===== src/rtl/spi_slave_pkg.sv =====
// Shared constants and types for the SPI target peripheral.
// Register map, CTRL/STATUS bit positions and edge roles.
package spi_slave_pkg;

  localparam logic [31:0] ADDR_CTRL   = 32'h0000_0000;
  localparam logic [31:0] ADDR_STATUS = 32'h0000_0004;
  localparam logic [31:0] ADDR_TXDATA = 32'h0000_0008;
  localparam logic [31:0] ADDR_RXDATA = 32'h0000_000C;

  localparam int CTRL_EN    = 0;
  localparam int CTRL_CPOL  = 1;
  localparam int CTRL_CPHA  = 2;
  localparam int CTRL_RX_IE = 3;
  localparam int CTRL_TX_IE = 4;
  localparam int CTRL_SS_IE = 5;
  localparam int CTRL_FLUSH = 6;

  localparam int ST_RX_EMPTY = 0;
  localparam int ST_RX_FULL  = 1;
  localparam int ST_TX_EMPTY = 2;
  localparam int ST_TX_FULL  = 3;
  localparam int ST_BUSY     = 4;
  localparam int ST_RX_OVF   = 5;
  localparam int ST_TX_UDF   = 6;
  localparam int ST_SS_END   = 7;

  typedef enum logic {
    SAMPLE_LEAD,
    SAMPLE_TRAIL
  } edge_role_e;

endpackage


===== src/rtl/spi_slave_fifo.sv =====
// Small synchronous FIFO with flush; a push is accepted
// when full if a pop frees a slot in the same cycle.
module spi_slave_fifo #(
  parameter int WIDTH = 8,
  parameter int DEPTH = 4
) (
  input  logic             clk_i,
  input  logic             rst_ni,
  input  logic             flush_i,
  input  logic             push_i,
  input  logic [WIDTH-1:0] data_i,
  input  logic             pop_i,
  output logic             full_o,
  output logic             empty_o,
  output logic [WIDTH-1:0] head_o
);

  localparam int AW = $clog2(DEPTH);

  logic [WIDTH-1:0] mem_q [DEPTH];
  logic [AW-1:0]    wr_ptr_q, wr_ptr_d;
  logic [AW-1:0]    rd_ptr_q, rd_ptr_d;
  logic [AW:0]      cnt_q, cnt_d;
  logic             do_push, do_pop;

  assign empty_o = (cnt_q == '0);
  assign full_o  = (cnt_q == (AW+1)'(DEPTH));
  assign head_o  = mem_q[rd_ptr_q];
  assign do_pop  = pop_i & ~empty_o;
  assign do_push = push_i & (~full_o | do_pop);

  always_comb begin
    wr_ptr_d = wr_ptr_q;
    rd_ptr_d = rd_ptr_q;
    cnt_d    = cnt_q;
    if (flush_i) begin
      wr_ptr_d = '0;
      rd_ptr_d = '0;
      cnt_d    = '0;
    end else begin
      if (do_push) wr_ptr_d = wr_ptr_q + AW'(1);
      if (do_pop)  rd_ptr_d = rd_ptr_q + AW'(1);
      unique case ({do_push, do_pop})
        2'b10:   cnt_d = cnt_q + (AW+1)'(1);
        2'b01:   cnt_d = cnt_q - (AW+1)'(1);
        default: cnt_d = cnt_q;
      endcase
    end
  end

  always_ff @(posedge clk_i or negedge rst_ni) begin
    if (!rst_ni) begin
      wr_ptr_q <= '0;
      rd_ptr_q <= '0;
      cnt_q    <= '0;
    end else begin
      wr_ptr_q <= wr_ptr_d;
      rd_ptr_q <= rd_ptr_d;
      cnt_q    <= cnt_d;
    end
  end

  always_ff @(posedge clk_i) begin
    if (do_push && !flush_i) mem_q[wr_ptr_q] <= data_i;
  end

endmodule


===== src/rtl/spi_slave_core.sv =====
// SPI target: oversampled SCK/SS/MOSI, RX/TX byte FIFOs,
// register port compatible with the SPI master core.
module spi_slave_core
  import spi_slave_pkg::*;
#(
  parameter int          FIFO_DEPTH = 4,
  parameter logic [7:0]  TX_IDLE    = 8'hFF
) (
  input  logic        clk_i,
  input  logic        rst_ni,
  input  logic        spi_clk_i,
  input  logic        spi_ss_i,
  input  logic        spi_dq0_i,
  output logic        spi_dq1_o,
  output logic        spi_dq1_oe_o,
  output logic        irq_o,
  input  logic        reg_we_i,
  input  logic        reg_re_i,
  input  logic [31:0] reg_wdata_i,
  input  logic [3:0]  reg_be_i,
  input  logic [31:0] reg_addr_i,
  output logic [31:0] reg_rdata_o
);

  // [0],[1] synchroniser stages, [2] previous synced value
  logic [2:0] sck_sync_q, sck_sync_d;
  logic [2:0] ss_sync_q, ss_sync_d;
  logic [1:0] mosi_sync_q, mosi_sync_d;
  logic [5:0] ctrl_q, ctrl_d;
  logic [2:0] sticky_q, sticky_d;
  logic [7:0] rx_sr_q, rx_sr_d;
  logic [7:0] tx_sr_q, tx_sr_d;
  logic [2:0] bit_cnt_q, bit_cnt_d;
  logic       first_q, first_d;
  logic       irq_q, irq_d;

  logic       en, cpol, active, busy;
  edge_role_e role;
  logic       rise, fall, lead, trail;
  logic       sample_e, shift_e, ss_fall, ss_rise;
  logic       wr, wr_ctrl, wr_status, wr_tx, flush;
  logic       rx_pop, rx_push, rx_full, rx_empty;
  logic       tx_pop, tx_full, tx_empty, load;
  logic [7:0] rx_head, tx_head, rx_byte;
  logic [2:0] w1c;
  logic       unused_bits;

  assign unused_bits = ^{reg_be_i[3:1], reg_wdata_i[31:8]};

  assign sck_sync_d  = {sck_sync_q[1:0], spi_clk_i};
  assign ss_sync_d   = {ss_sync_q[1:0], spi_ss_i};
  assign mosi_sync_d = {mosi_sync_q[0], spi_dq0_i};

  assign en     = ctrl_q[CTRL_EN];
  assign cpol   = ctrl_q[CTRL_CPOL];
  assign role   = ctrl_q[CTRL_CPHA] ? SAMPLE_TRAIL : SAMPLE_LEAD;
  assign active = en & ~ss_sync_q[1];
  assign busy   = active;

  assign rise  = sck_sync_q[1] & ~sck_sync_q[2];
  assign fall  = ~sck_sync_q[1] & sck_sync_q[2];
  assign lead  = cpol ? fall : rise;
  assign trail = cpol ? rise : fall;

  assign sample_e = active & ((role == SAMPLE_LEAD) ? lead : trail);
  assign shift_e  = active & ((role == SAMPLE_LEAD) ? trail : lead);
  assign ss_fall  = en & ~ss_sync_q[1] & ss_sync_q[2];
  assign ss_rise  = en & ss_sync_q[1] & ~ss_sync_q[2];

  assign wr        = reg_we_i & reg_be_i[0];
  assign wr_ctrl   = wr & (reg_addr_i == ADDR_CTRL);
  assign wr_status = wr & (reg_addr_i == ADDR_STATUS);
  assign wr_tx     = wr & (reg_addr_i == ADDR_TXDATA);
  assign flush     = wr_ctrl & reg_wdata_i[CTRL_FLUSH];
  assign rx_pop    = reg_re_i & (reg_addr_i == ADDR_RXDATA);
  assign w1c       = wr_status ? reg_wdata_i[7:5] : 3'b000;

  assign rx_byte = {rx_sr_q[6:0], mosi_sync_q[1]};
  assign rx_push = sample_e & (bit_cnt_q == 3'd7);

  // CPHA=0 preloads on select; the first edge is never a load
  assign load = (role == SAMPLE_LEAD)
              ? (ss_fall | (shift_e & (bit_cnt_q == 3'd0) & ~first_q))
              : (shift_e & (bit_cnt_q == 3'd0));
  assign tx_pop = load & ~tx_empty;

  always_comb begin
    ctrl_d    = ctrl_q;
    rx_sr_d   = rx_sr_q;
    tx_sr_d   = tx_sr_q;
    bit_cnt_d = bit_cnt_q;
    first_d   = first_q;
    if (wr_ctrl) ctrl_d = reg_wdata_i[5:0];
    sticky_d = (sticky_q & ~w1c)
             | {ss_rise, load & tx_empty,
                rx_push & rx_full & ~rx_pop};
    if (!active) begin
      bit_cnt_d = 3'd0;
    end else if (sample_e) begin
      rx_sr_d   = rx_byte;
      bit_cnt_d = bit_cnt_q + 3'd1;
    end
    if (ss_fall)                    first_d = 1'b1;
    else if (active && (rise || fall)) first_d = 1'b0;
    if (load)         tx_sr_d = tx_empty ? TX_IDLE : tx_head;
    else if (shift_e) tx_sr_d = {tx_sr_q[6:0], 1'b0};
    irq_d = (ctrl_q[CTRL_RX_IE] & ~rx_empty)
          | (ctrl_q[CTRL_TX_IE] & tx_empty)
          | (ctrl_q[CTRL_SS_IE] & sticky_q[2]);
  end

  always_ff @(posedge clk_i or negedge rst_ni) begin
    if (!rst_ni) begin
      sck_sync_q  <= 3'b000;
      ss_sync_q   <= 3'b111;
      mosi_sync_q <= 2'b00;
      ctrl_q      <= '0;
      sticky_q    <= '0;
      rx_sr_q     <= '0;
      tx_sr_q     <= '0;
      bit_cnt_q   <= '0;
      first_q     <= 1'b0;
      irq_q       <= 1'b0;
    end else begin
      sck_sync_q  <= sck_sync_d;
      ss_sync_q   <= ss_sync_d;
      mosi_sync_q <= mosi_sync_d;
      ctrl_q      <= ctrl_d;
      sticky_q    <= sticky_d;
      rx_sr_q     <= rx_sr_d;
      tx_sr_q     <= tx_sr_d;
      bit_cnt_q   <= bit_cnt_d;
      first_q     <= first_d;
      irq_q       <= irq_d;
    end
  end

  spi_slave_fifo #(.WIDTH(8), .DEPTH(FIFO_DEPTH)) u_rx_fifo (
    .clk_i   (clk_i),
    .rst_ni  (rst_ni),
    .flush_i (flush),
    .push_i  (rx_push),
    .data_i  (rx_byte),
    .pop_i   (rx_pop),
    .full_o  (rx_full),
    .empty_o (rx_empty),
    .head_o  (rx_head)
  );

  spi_slave_fifo #(.WIDTH(8), .DEPTH(FIFO_DEPTH)) u_tx_fifo (
    .clk_i   (clk_i),
    .rst_ni  (rst_ni),
    .flush_i (flush),
    .push_i  (wr_tx),
    .data_i  (reg_wdata_i[7:0]),
    .pop_i   (tx_pop),
    .full_o  (tx_full),
    .empty_o (tx_empty),
    .head_o  (tx_head)
  );

  assign spi_dq1_o    = tx_sr_q[7];
  assign spi_dq1_oe_o = active;
  assign irq_o        = irq_q;

  always_comb begin
    reg_rdata_o = 32'h0;
    case (reg_addr_i)
      ADDR_CTRL:   reg_rdata_o = {26'h0, ctrl_q};
      ADDR_STATUS: reg_rdata_o = {24'h0, sticky_q, busy, tx_full,
                                  tx_empty, rx_full, rx_empty};
      ADDR_RXDATA: reg_rdata_o = rx_empty ? 32'h0 : {24'h0, rx_head};
      default:     reg_rdata_o = 32'h0;
    endcase
  end

endmodule

===== config.mk =====
export PLATFORM = sky130hd
export DESIGN_NAME = spi_slave_core
export DESIGN_NICKNAME = d
export VERILOG_FILES = /design/src/rtl/spi_slave_pkg.sv /design/src/rtl/spi_slave_fifo.sv /design/src/rtl/spi_slave_core.sv
export SDC_FILE = /design/constraint.sdc
export NUM_CORES = 1
export LEC_CHECK = 0
export CAP_MARGIN = 40
export CORE_UTILIZATION = 53
export DETAILED_ROUTE_END_ITERATION = 12
export DONT_BUFFER_PORTS = 1
export PLACE_DENSITY = 0.77
export SLEW_MARGIN = 40
export SYNTH_ARGS = -nofsm -noshare
export SYNTH_HDL_FRONTEND = slang
export SYNTH_HIERARCHICAL = 1
export SYNTH_SLANG_ARGS = --single-unit

===== constraint.sdc =====
create_clock -name clk_i -period 3 [get_ports clk_i]
set_input_delay 0.3 -clock clk_i [delete_from_list [all_inputs] [get_ports clk_i]]
set_output_delay 0.3 -clock clk_i [all_outputs]
set_load 0.01 [all_outputs]

### After elaboration in Yosys (flattened, before gate mapping)

Memories as Yosys holds them, arrays and structs flattened.
Index checks and enable logic that the tools add are counted.

| storage, ports and cells | value |
|---|---|
| memories | 2 |
| latch bits | 0 |
| output and inout bits | 35 |
| flip-flop bits (word level) | 51 |
| input bits | 75 |
| ROM bits | 0 |
| memory bits (writable) | 64 |

| operators by class | value |
|---|---|
| mux-type cells | 32 |
| bitwise logic cells | 46 |
| add/sub/neg operators | 9 |
| div/mod/pow operators | 0 |
| shift operators | 0 |
| $mul | 0 |
| reduce and logical (&&, ||, !) cells | 18 |
| equality and inequality tests | 11 |
| $lt $le $gt $ge | 0 |

Memories:

| name | depth | bits a word | rd ports | clocked after Yosys merged registers in | wr ports | RTL line | source |
|---|---|---|---|---|---|---|---|
| u_rx_fifo.mem_q | 4 | 8 | 1 | 0 | 1 | spi_slave_fifo.sv:20 | `logic [WIDTH-1:0] mem_q [DEPTH];` |
| u_tx_fifo.mem_q | 4 | 8 | 1 | 0 | 1 | spi_slave_fifo.sv:20 |  |

Operators with widths:

| kind | number |
|---|---|
| == test 32 x 4 -> 1 bit (second input constant) | 2 |
| == test 32 x 3 -> 1 bit (second input constant) | 1 |
| logical NOT 32 bit | 1 |
| two-way mux 8 bit | 4 |
| AND 1 bit | 28 |
| case mux 8 bit (3 select lines) | 1 |
| two-way mux 2 bit | 8 |
| two-way mux 3 bit | 5 |
| two-way mux 1 bit | 12 |
| case mux 3 bit (2 select lines) | 2 |
| nonzero test 2 bit | 6 |
| inverter 1 bit | 10 |
| adder 3 x 1 -> 3 bit (second input constant) | 3 |
| == test 3 bit (second input constant) | 3 |
| logical NOT 3 bit | 3 |
| adder 2 x 1 -> 2 bit (second input constant) | 4 |
| nonzero test 3 bit | 2 |
| subtractor 3 x 1 -> 3 bit (second input constant) | 2 |
| OR 1 bit | 5 |
| == test 2 x 1 -> 1 bit (second input constant) | 2 |
| == test 2 bit (second input constant) | 2 |
| AND 3 bit | 1 |
| logical AND 1 bit | 3 |
| inverter 3 bit | 1 |
| 5 further kinds | 5 |

### Depth between registers and ports, before layout

Gate-level depths: netlist (run 1).

| logic depth | value |
|---|---|
| depth after elaboration | 16 |
| gate-level depth with buffers | 14 |
| gate-level depth less buffers | 12 |

### Hierarchy

The synthesis (run 1) kept the hierarchy.

Modules (own cells, without submodules):

| module | cells each | area each (µm²) | times used |
|---|---|---|---|
| spi_slave_core | 210 | 2162.1 | 1 |
| spi_slave_fifo at u_tx_fifo | 107 | 1799.2 | 1 |
| spi_slave_fifo at u_rx_fifo | 107 | 1793.0 | 1 |

### Worst setup path before layout (run 1)

Ideal clock, no wire load.

| path | value |
|---|---|
| kind | in2reg |
| start point | input port reg_addr_i[14] |
| end point | register u_tx_fifo.cnt_q[2] |
| path slack | -0.124 ns |
| arrival | 2.994 ns |
| stages on the path | 11 |
| data required time | 2.869 ns |
| setup time | 0.131 ns |
| path buffers | 2 |
| path through | nor4_1 > nand4_1 > or2_2 > buf_2 > nor4_1 > buf_6 > nor2_1 > fa_1 > or3b_1 > a32oi_1 > a31oi_1 |

| on the way | value |
|---|---|
| longest elaborated chain between the ends | 6 |
| elaborated cells on any way between the ends | 11 |
| classes of those cells | 3 x eq/ne; 2 x mux; 4 x bitwise; 2 x reduce/logical |

RTL lines:

| what | RTL line | source |
|---|---|---|
| from (decl) | spi_slave_core.sv:21 | `input logic [31:0] reg_addr_i,` |
| == test 32 x 4 -> 1 bit (*) | spi_slave_core.sv:73 | `assign wr_tx = wr & (reg_addr_i == ADDR_TXDATA);` |
| AND 1 bit (*) | spi_slave_core.sv:73 |  |
| net wr_tx | spi_slave_core.sv:41 | `logic wr, wr_ctrl, wr_status, wr_tx, flush;` |
| AND 1 bit (*) | spi_slave_fifo.sv:30 | `assign do_push = push_i & (~full_o \| do_pop);` |
| == test 2 x 1 -> 1 bit or == test 2 bit (tied branches) | spi_slave_fifo.sv:43 | `unique case ({do_push, do_pop})` |
| case mux 3 bit (2 select lines) | spi_slave_fifo.sv:43 |  |
| two-way mux 3 bit | spi_slave_fifo.sv:36 | `if (flush_i) begin` |
| to (signal assigned) | spi_slave_fifo.sv:59 | `cnt_q <= cnt_d;` |
| to (decl) | spi_slave_fifo.sv:23 | `logic [AW:0] cnt_q, cnt_d;` |

Mark *: on every way through the listed nets, which the timed path passes. The rest lies on a longest branch.
A chain may end at the register's enable or synchronous reset.

### Final worst setup path (run 1)

| path | value |
|---|---|
| start point | register bit_cnt_q[0] |
| end point | memory u_tx_fifo.mem_q[3][5] (enable) |

| on the way | value |
|---|---|
| longest elaborated chain between the ends | 12 |

RTL lines:

| what | RTL line | source |
|---|---|---|
| from (decl) | spi_slave_core.sv:33 | `logic [2:0] bit_cnt_q, bit_cnt_d;` |
| from (signal assigned) | spi_slave_core.sv:132 | `bit_cnt_q <= bit_cnt_d;` |
| logical NOT 3 bit (*) | spi_slave_core.sv:83, spi_slave_core.sv:84 |  |
| AND 1 bit (*) | spi_slave_core.sv:83, spi_slave_core.sv:84 |  |
| AND 1 bit | spi_slave_core.sv:83 | `? (ss_fall \| (shift_e & (bit_cnt_q == 3'd0) & ~first_q))` |
| OR 1 bit | spi_slave_core.sv:83 |  |
| two-way mux 1 bit (*) | spi_slave_core.sv:83 |  |
| AND 1 bit (*) | spi_slave_core.sv:85 | `assign tx_pop = load & ~tx_empty;` |
| net tx_pop | spi_slave_core.sv:43 | `logic tx_pop, tx_full, tx_empty, load;` |
| AND 1 bit (*) | spi_slave_fifo.sv:29 | `assign do_pop = pop_i & ~empty_o;` |
| OR 1 bit (*) | spi_slave_fifo.sv:30 |  |
| AND 1 bit (*) | spi_slave_fifo.sv:30 |  |
| logical AND 1 bit (*) | spi_slave_fifo.sv:64 | `if (do_push && !flush_i) mem_q[wr_ptr_q] <= data_i;` |
| two-way mux 1 bit (*) | spi_slave_fifo.sv:64 |  |
| two-way mux 1 bit (implied by the code) (*) | spi_slave_fifo.sv:64 |  |
| to (decl) | spi_slave_fifo.sv:20 |  |

Marks and branches as above.

==> results of run 1 <==
-- area by class of cell --
| cell class | count | share of cell area, % |
|---|---|---|
| Clock buffer | 19 | 6.33 |
| Tap cell | 136 | 2.56 |
| Sequential cell | 115 | 48.1 |
| Multi-Input combinational cell | 267 | 33.8 |
| Clock inverter | 13 | 3.48 |
| Timing Repair Buffer | 34 | 4.77 |
| Inverter | 17 | 0.996 |
-- synthesized netlist by cell type, types with 4 or more instances --
cell type / instances / area share [%]
o21bai_1: 7 / 0.91
a31oi_1: 4 / 0.43
buf_4: 28 / 3.7
edfxtp_1: 64 / 33
nor3_1: 6 / 0.52
or2_2: 4 / 0.43
mux4_2: 16 / 6.3
a32oi_1: 4 / 0.61
nand3_1: 5 / 0.43
o21ai_0: 6 / 0.52
a22oi_1: 14 / 1.8
and2_1: 11 / 1.2
nand2b_1: 4 / 0.43
o21ai_1: 5 / 0.43
mux2_2: 18 / 3.5
buf_6: 7 / 1.4
nor2_1: 29 / 1.9
inv_1: 15 / 0.98
xor2_1: 6 / 0.91
nor4_1: 9 / 0.98
xnor2_1: 4 / 0.61
a211oi_1: 4 / 0.52
a21oi_1: 4 / 0.35
ha_1: 13 / 2.8
dfrtp_1: 48 / 21
mux2i_1: 14 / 2.4
clkbuf_1: 6 / 0.39
nand2_1: 11 / 0.72
-- per-stage QoR --
stage / instances / hold slack (ps)
after floorplan: 447 / 4.41
after global placement: 556 / 8.37
after detailed placement: 556 / 7.83
after CTS: 601 / 38.9
after global routing: 601 / 60.6
final: 601 / 61.4
-- power by group --
group          internal [W]  switching (W)   total, W
sequential          0.00167     0.00000387    0.00168
clock               0.00152       0.000731    0.00225
combinational     0.0000239      0.0000476  0.0000715
total               0.00321       0.000783    0.00400
-- registers in the layout, indices dropped and copies added, names as in the netlist --
register,flops
u_rx_fifo/mem_q,32
u_tx_fifo/mem_q,32
tx_sr_q,8
rx_sr_q,7
ctrl_q,6
bit_cnt_q,3
sck_sync_q,3
ss_sync_q,3
sticky_q,3
u_rx_fifo/cnt_q,3
u_tx_fifo/cnt_q,3
mosi_sync_q,2
u_rx_fifo/rd_ptr_q,2
u_rx_fifo/wr_ptr_q,2
u_tx_fifo/rd_ptr_q,2
u_tx_fifo/wr_ptr_q,2
first_q,1
irq_o,1
-- logic make-up (layout without fill, tap and decap cells) --
group	after synthesis	after routing	share of synthesized area, %
other	1	24	0.0652
adder cells (fa/ha/maj)	15	15	3.52
multiplexers	48	48	12.2
flip-flops	115	115	55.6
buffers and inverters	65	83	7.13
AO/OA/AOI/OAI	64	64	8.68
AND/OR/NAND/NOR	106	106	11.2
XOR/XNOR	10	10	1.52
-- per-layer routing --
layer	track usage [%]	vias to the layer above	part of all wire, %
met1	27.7	1790	40
li1	-	1590	-
met5	0	-	0
met3	7.42	19	6.7
met2	38.8	131	51
met4	10.1	0	1.8
-- worst reg2reg max path: stages (launching register included) --
cell and delay, ps:
dfrtp_1 380, inv_1 90, ha_1 160, nand2b_1 80, or2_2 310, o21a_1 230, nor2_1 250, buf_4 190
nor4b_4 50, nor3_1 310, and2_1 450
-- how the worst max path moves through the flow --
stage | slack, ps | to | cells past startpoint | startpoint
after floorplan | 40 | u_tx_fifo/cnt_q[2] | 11 | reg_addr_i[13]
after global placement | 230 | u_tx_fifo/mem_q[1][0] | 10 | bit_cnt_q[0]
after detailed placement | 150 | u_tx_fifo/mem_q[0][0] | 10 | bit_cnt_q[0]
after CTS | 150 | u_tx_fifo/mem_q[0][5] | 10 | bit_cnt_q[0]
after global routing | -8 | u_tx_fifo/mem_q[3][5] | 10 | bit_cnt_q[0]
final | 150 | u_tx_fifo/mem_q[3][5] | 10 | bit_cnt_q[0]
-- repair_timing --
action | 4_1_cts | 5_1_grt
hold endpoints to repair | 93 | 0
hold buffers | 13 | 0
endpoints found under the setup margin | 0 | 15
resized for setup | 0 | 3
==> flow_summary.ini, run 1 <==
[floorplan]
boundaryPins = 110
floorplan.initialDensity_pct = 55.2
coreArea_sq_um = 10400
die_w_um = 106
fp.dieH_um = 106
rows = 37
die_area_sq_um = 11300

[layout]
regArea_sq_um = 3200
multiInputGateArea_sq_um = 2250
final_cell_mix = 64 x edfxtp_1, 48 x dfrtp_1, 29 x nor2_1
final_common_cell = edfxtp_1
num_antenna_cells = 0
layout.nets = 542
area_growth_pct = 15.7
fill_cells = 734
layout-drive-gt1-share_pct = 23.9
fin_area_sq_um = 6660
finish.utilization_pct = 63.9

[clocking]
cts_tree = done
numCtsBuffers = 17
postCtsSetupBuffers = 0
cts.sinks = 115
clk-insertion-delay-late_ps = 530
htree_levels = 4
cts.clk_slew.worst_paths_ps = 60
cts.path.max_buffers = 2
cts_root_buf = clkbuf_8

[timing]
drv_slew = 0
fin_crit_sh_pct = 95.0
hold_viol_final = 0
fin_tns_setup_ps = 0
worst_slew_pin_slew_ps = 657
slew_headroom_pct = 55.9
worst_slack_ps = 151
setup_viol = 0
min_period_ps = 2850
clock_skew_ps = 10.7
fmax_mhz = 351

[place]
pre_cts_ws_ps = 151
place_congestion = 0.782
port_buffers = 0
post_dp_cell_area_sq_um = 5850
dpl.hpwl_um = 7950

[setup_path]
cp-start-kind = flop
critPathCaptureType = flop
reg2reg_from = bit_cnt_q[0]
r2r_cells = 10
cpMaxStageDelayCell = and2_1
cp_top_family = simple AND/OR/NAND/NOR gates
arrival_ps = 3020
slowest_delay_ps = 450
crit_required_ps = 3180
rr_endpoint = u_tx_fifo/mem_q[3][5]
path_buf_inv = 2
crit_path_max_fanout = 8
path_cells = inv_1 > ha_1 > nand2b_1 > or2_2 > o21a_1 > nor2_1 > buf_4 > nor4b_4 > nor3_1 > and2_1
r2r_slack_ps = 150
critPathKind = reg2reg

[routing]
drt_iter0_markers = 203
drcViolationCount = 0
wl_per_cell_um = 19.9
wl_um = 12000
vias_per_cell = 5.87
vias = 3530
first_pass_iters = 5
ant_nets = 0

[yosys]
ys_seq_area_share_pct = 55.6
synth_edf_count = 64
synth_seq_cells = 115
synth_area_sq_um = 5750
synthCells = 424
ys_types = 57
ys.flop_type = edfxtp_1
syn_area_per_cell_sq_um = 13.6
synthArstFlopShare_pct = 44.3
yosys_warnings = 6

[power_and_ir_drop]
peakVddDrop_uv = 573
p_per_area_nw_per_um2 = 600
p_leak_nw = 2.63
report.power.total_w = 0.00400

[global_route]
grt_max_degree = 52
grt_usage_pct = 23.3
grt_pass1_vias = 3562
grt-ovfl-total = 0
antenna_found_initial = 0
grt_pass1_wl_um = 19000

[run_status]
status = completed

[hold_path]
hp-class = in2reg
whs_path_depth = 3
min-delay-start = reg_addr_i[2]
min_to = sticky_q[0]

[run]
drv_cap = 0
(Power assumes the default switching activity.)
==> inputs of run 2 (changes only) <==
- CORE_UTILIZATION: 53 -> 25
- PLACE_DENSITY: 0.77 -> 0.46
- clock period: 3 -> 2.3 ns (I/O delays scaled with it)
==> run 2 against run 1 <==
Effect of this change:
- the run now ends with negative setup slack left
- cell count grew 34%
- setup slack worse by 360 ps
- via count rose by 3.9%
- sequential cell count did not move
- sequential power grew 30%
- total power rose by 22%
- worst hold slack got worse by 43 ps
- utilization shrank 31 points
- routed wire length rose by 13%
- die area grew 110%
- clock skew shrank 5.1 ps
==> flow_summary.ini, run 2 (same netlist as run 1, synthesis figures left out) <==
[routing]
first_pass_iters = 4
vias = 3667
vias_per_cell = 4.56
drt_iter0_markers = 131
wl_um = 13500
ant_nets = 0
drcViolationCount = 0
wl_per_cell_um = 16.8

[timing]
slew_headroom_pct = 62.1
fin_crit_sh_pct = 109
min_period_ps = 2510
clock_skew_ps = 5.59
fmax_mhz = 398
drv_slew = 0
setup_viol = 34
worst_slack_ps = -210
worst_slew_pin_slew_ps = 569
rsz0062_at_grt = true
hold_viol_final = 0

[setup_path]
crit_path_max_fanout = 3
critPathCaptureType = flop
cp-start-kind = flop
critPathKind = reg2reg
r2r_slack_ps = -210
arrival_ps = 2800
crit_required_ps = 2590

[floorplan]
die_area_sq_um = 23600
die_w_um = 154
boundaryPins = 110
rows = 55
fp.dieH_um = 154
coreArea_sq_um = 22600
floorplan.initialDensity_pct = 25.5

[layout]
final_common_cell = buf_4
reg_top3 = u_rx_fifo/mem_q x32, u_tx_fifo/mem_q x32, tx_sr_q x8
num_antenna_cells = 0
layout-drive-gt1-share_pct = 37.6
layout.nets = 596
fin_area_sq_um = 7350
fill_cells = 2245
area_growth_pct = 27.7
final_cell_mix = 72 x buf_4, 64 x edfxtp_1, 46 x dfrtp_1

[run_status]
status = finished with violations
violations = negative setup slack

[clocking]
cts.path.max_buffers = 2
cts_root_buf = clkbuf_16
numCtsBuffers = 17
cts.sinks = 115
clk-insertion-delay-late_ps = 410
cts_tree = done
htree_levels = 4
cts.clk_slew.worst_paths_ps = 60

[place]
post_dp_cell_area_sq_um = 6330
pre_cts_ws_ps = -366
port_buffers = 0
dpl.hpwl_um = 9340
place_congestion = 0.701

[power_and_ir_drop]
p_per_area_nw_per_um2 = 664
peakVddDrop_uv = 511
p_leak_nw = 2.87
report.power.total_w = 0.00488

[global_route]
grt_max_degree = 52
grt_pass1_wl_um = 21200
grt-ovfl-total = 0
antenna_found_initial = 0
grt_pass1_vias = 3767
grt_usage_pct = 12.0

[run]
drv_cap = 0

[hold_path]
hp-class = in2reg
run 2: final cells by class:
class	count	area [sq um]	area share, %
clock buffers	17	425	5.79
well taps	285	357	4.85
repair buffers	88	722	9.82
inverters	17	66.3	0.902
flip-flops and latches	115	3200	43.6
multi-input cells	267	2420	32.9
clock inverters	15	156	2.13
run 2: power breakdown:
group / internal, W / switching [W]
logic: 0.0000382 / 0.0000679
registers: 0.00218 / 0.00000520
clock network: 0.00160 / 0.000988
total: 0.00382 / 0.00106
run 2: stage by stage:
step	hold WS (ps)	setup TNS (ps)	utilization [%]	cells
2_1_floorplan	-65.6	-1360	-	447
3_3_place_gp	-63.9	-15250	28.1	739
3_5_place_dp	-63.9	-16070	28.1	739
4_1_cts	3.41	-2730	31.9	798
5_1_grt	43.7	-5810	32.6	804
6_report	18.6	-623	32.6	804
run 2: worst paths after layout:
| path | from | endpoint | depth (start not counted) |
|---|---|---|---|
| hold reg to reg | mosi_sync_q[0] | mosi_sync_q[1] | 0 |
| hold / removal | reg_wdata_i[5] | sticky_q[0] | 3 |
| min in group asynchronous | rst_ni | rx_sr_q[2] | 2 |
| setup / recovery | sck_sync_q[1] | u_tx_fifo/cnt_q[2] | 12 |
| setup reg to reg | sck_sync_q[1] | u_tx_fifo/cnt_q[2] | 12 |
| max in group asynchronous | rst_ni | ss_sync_q[1] | 2 |
run 2: what timing repair did:
action	4_1_cts	5_1_grt
buffers inserted	14	8
endpoints found under the hold margin	92	0
resized for setup	12	20
setup endpoints to repair	70	86
pin swaps	18	9
hold buffers	13	0
run 2: worst max-delay path: stages, from the launching register on:
cell,delay (ps)
dfrtp_1,370
inv_1,60
ha_2,180
and3b_1,170
mux2i_1,180
o21a_1,210
nor2_4,60
o31ai_4,70
nor2_2,60
fa_2,340
or3b_1,360
a32oi_1,220
a31oi_1,110
run 2: per-layer routing:
layer / GRT usage [%] / wire [um] / part of all wire, % / up-vias
met5: 0 / 0 / 0 / -
met4: 3.57 / 162 / 1.2 / 0
met3: 3.75 / 718 / 5.3 / 13
met2: 20.0 / 6800 / 50 / 85
met1: 14.8 / 5830 / 43 / 1865
li1: - / - / - / 1704
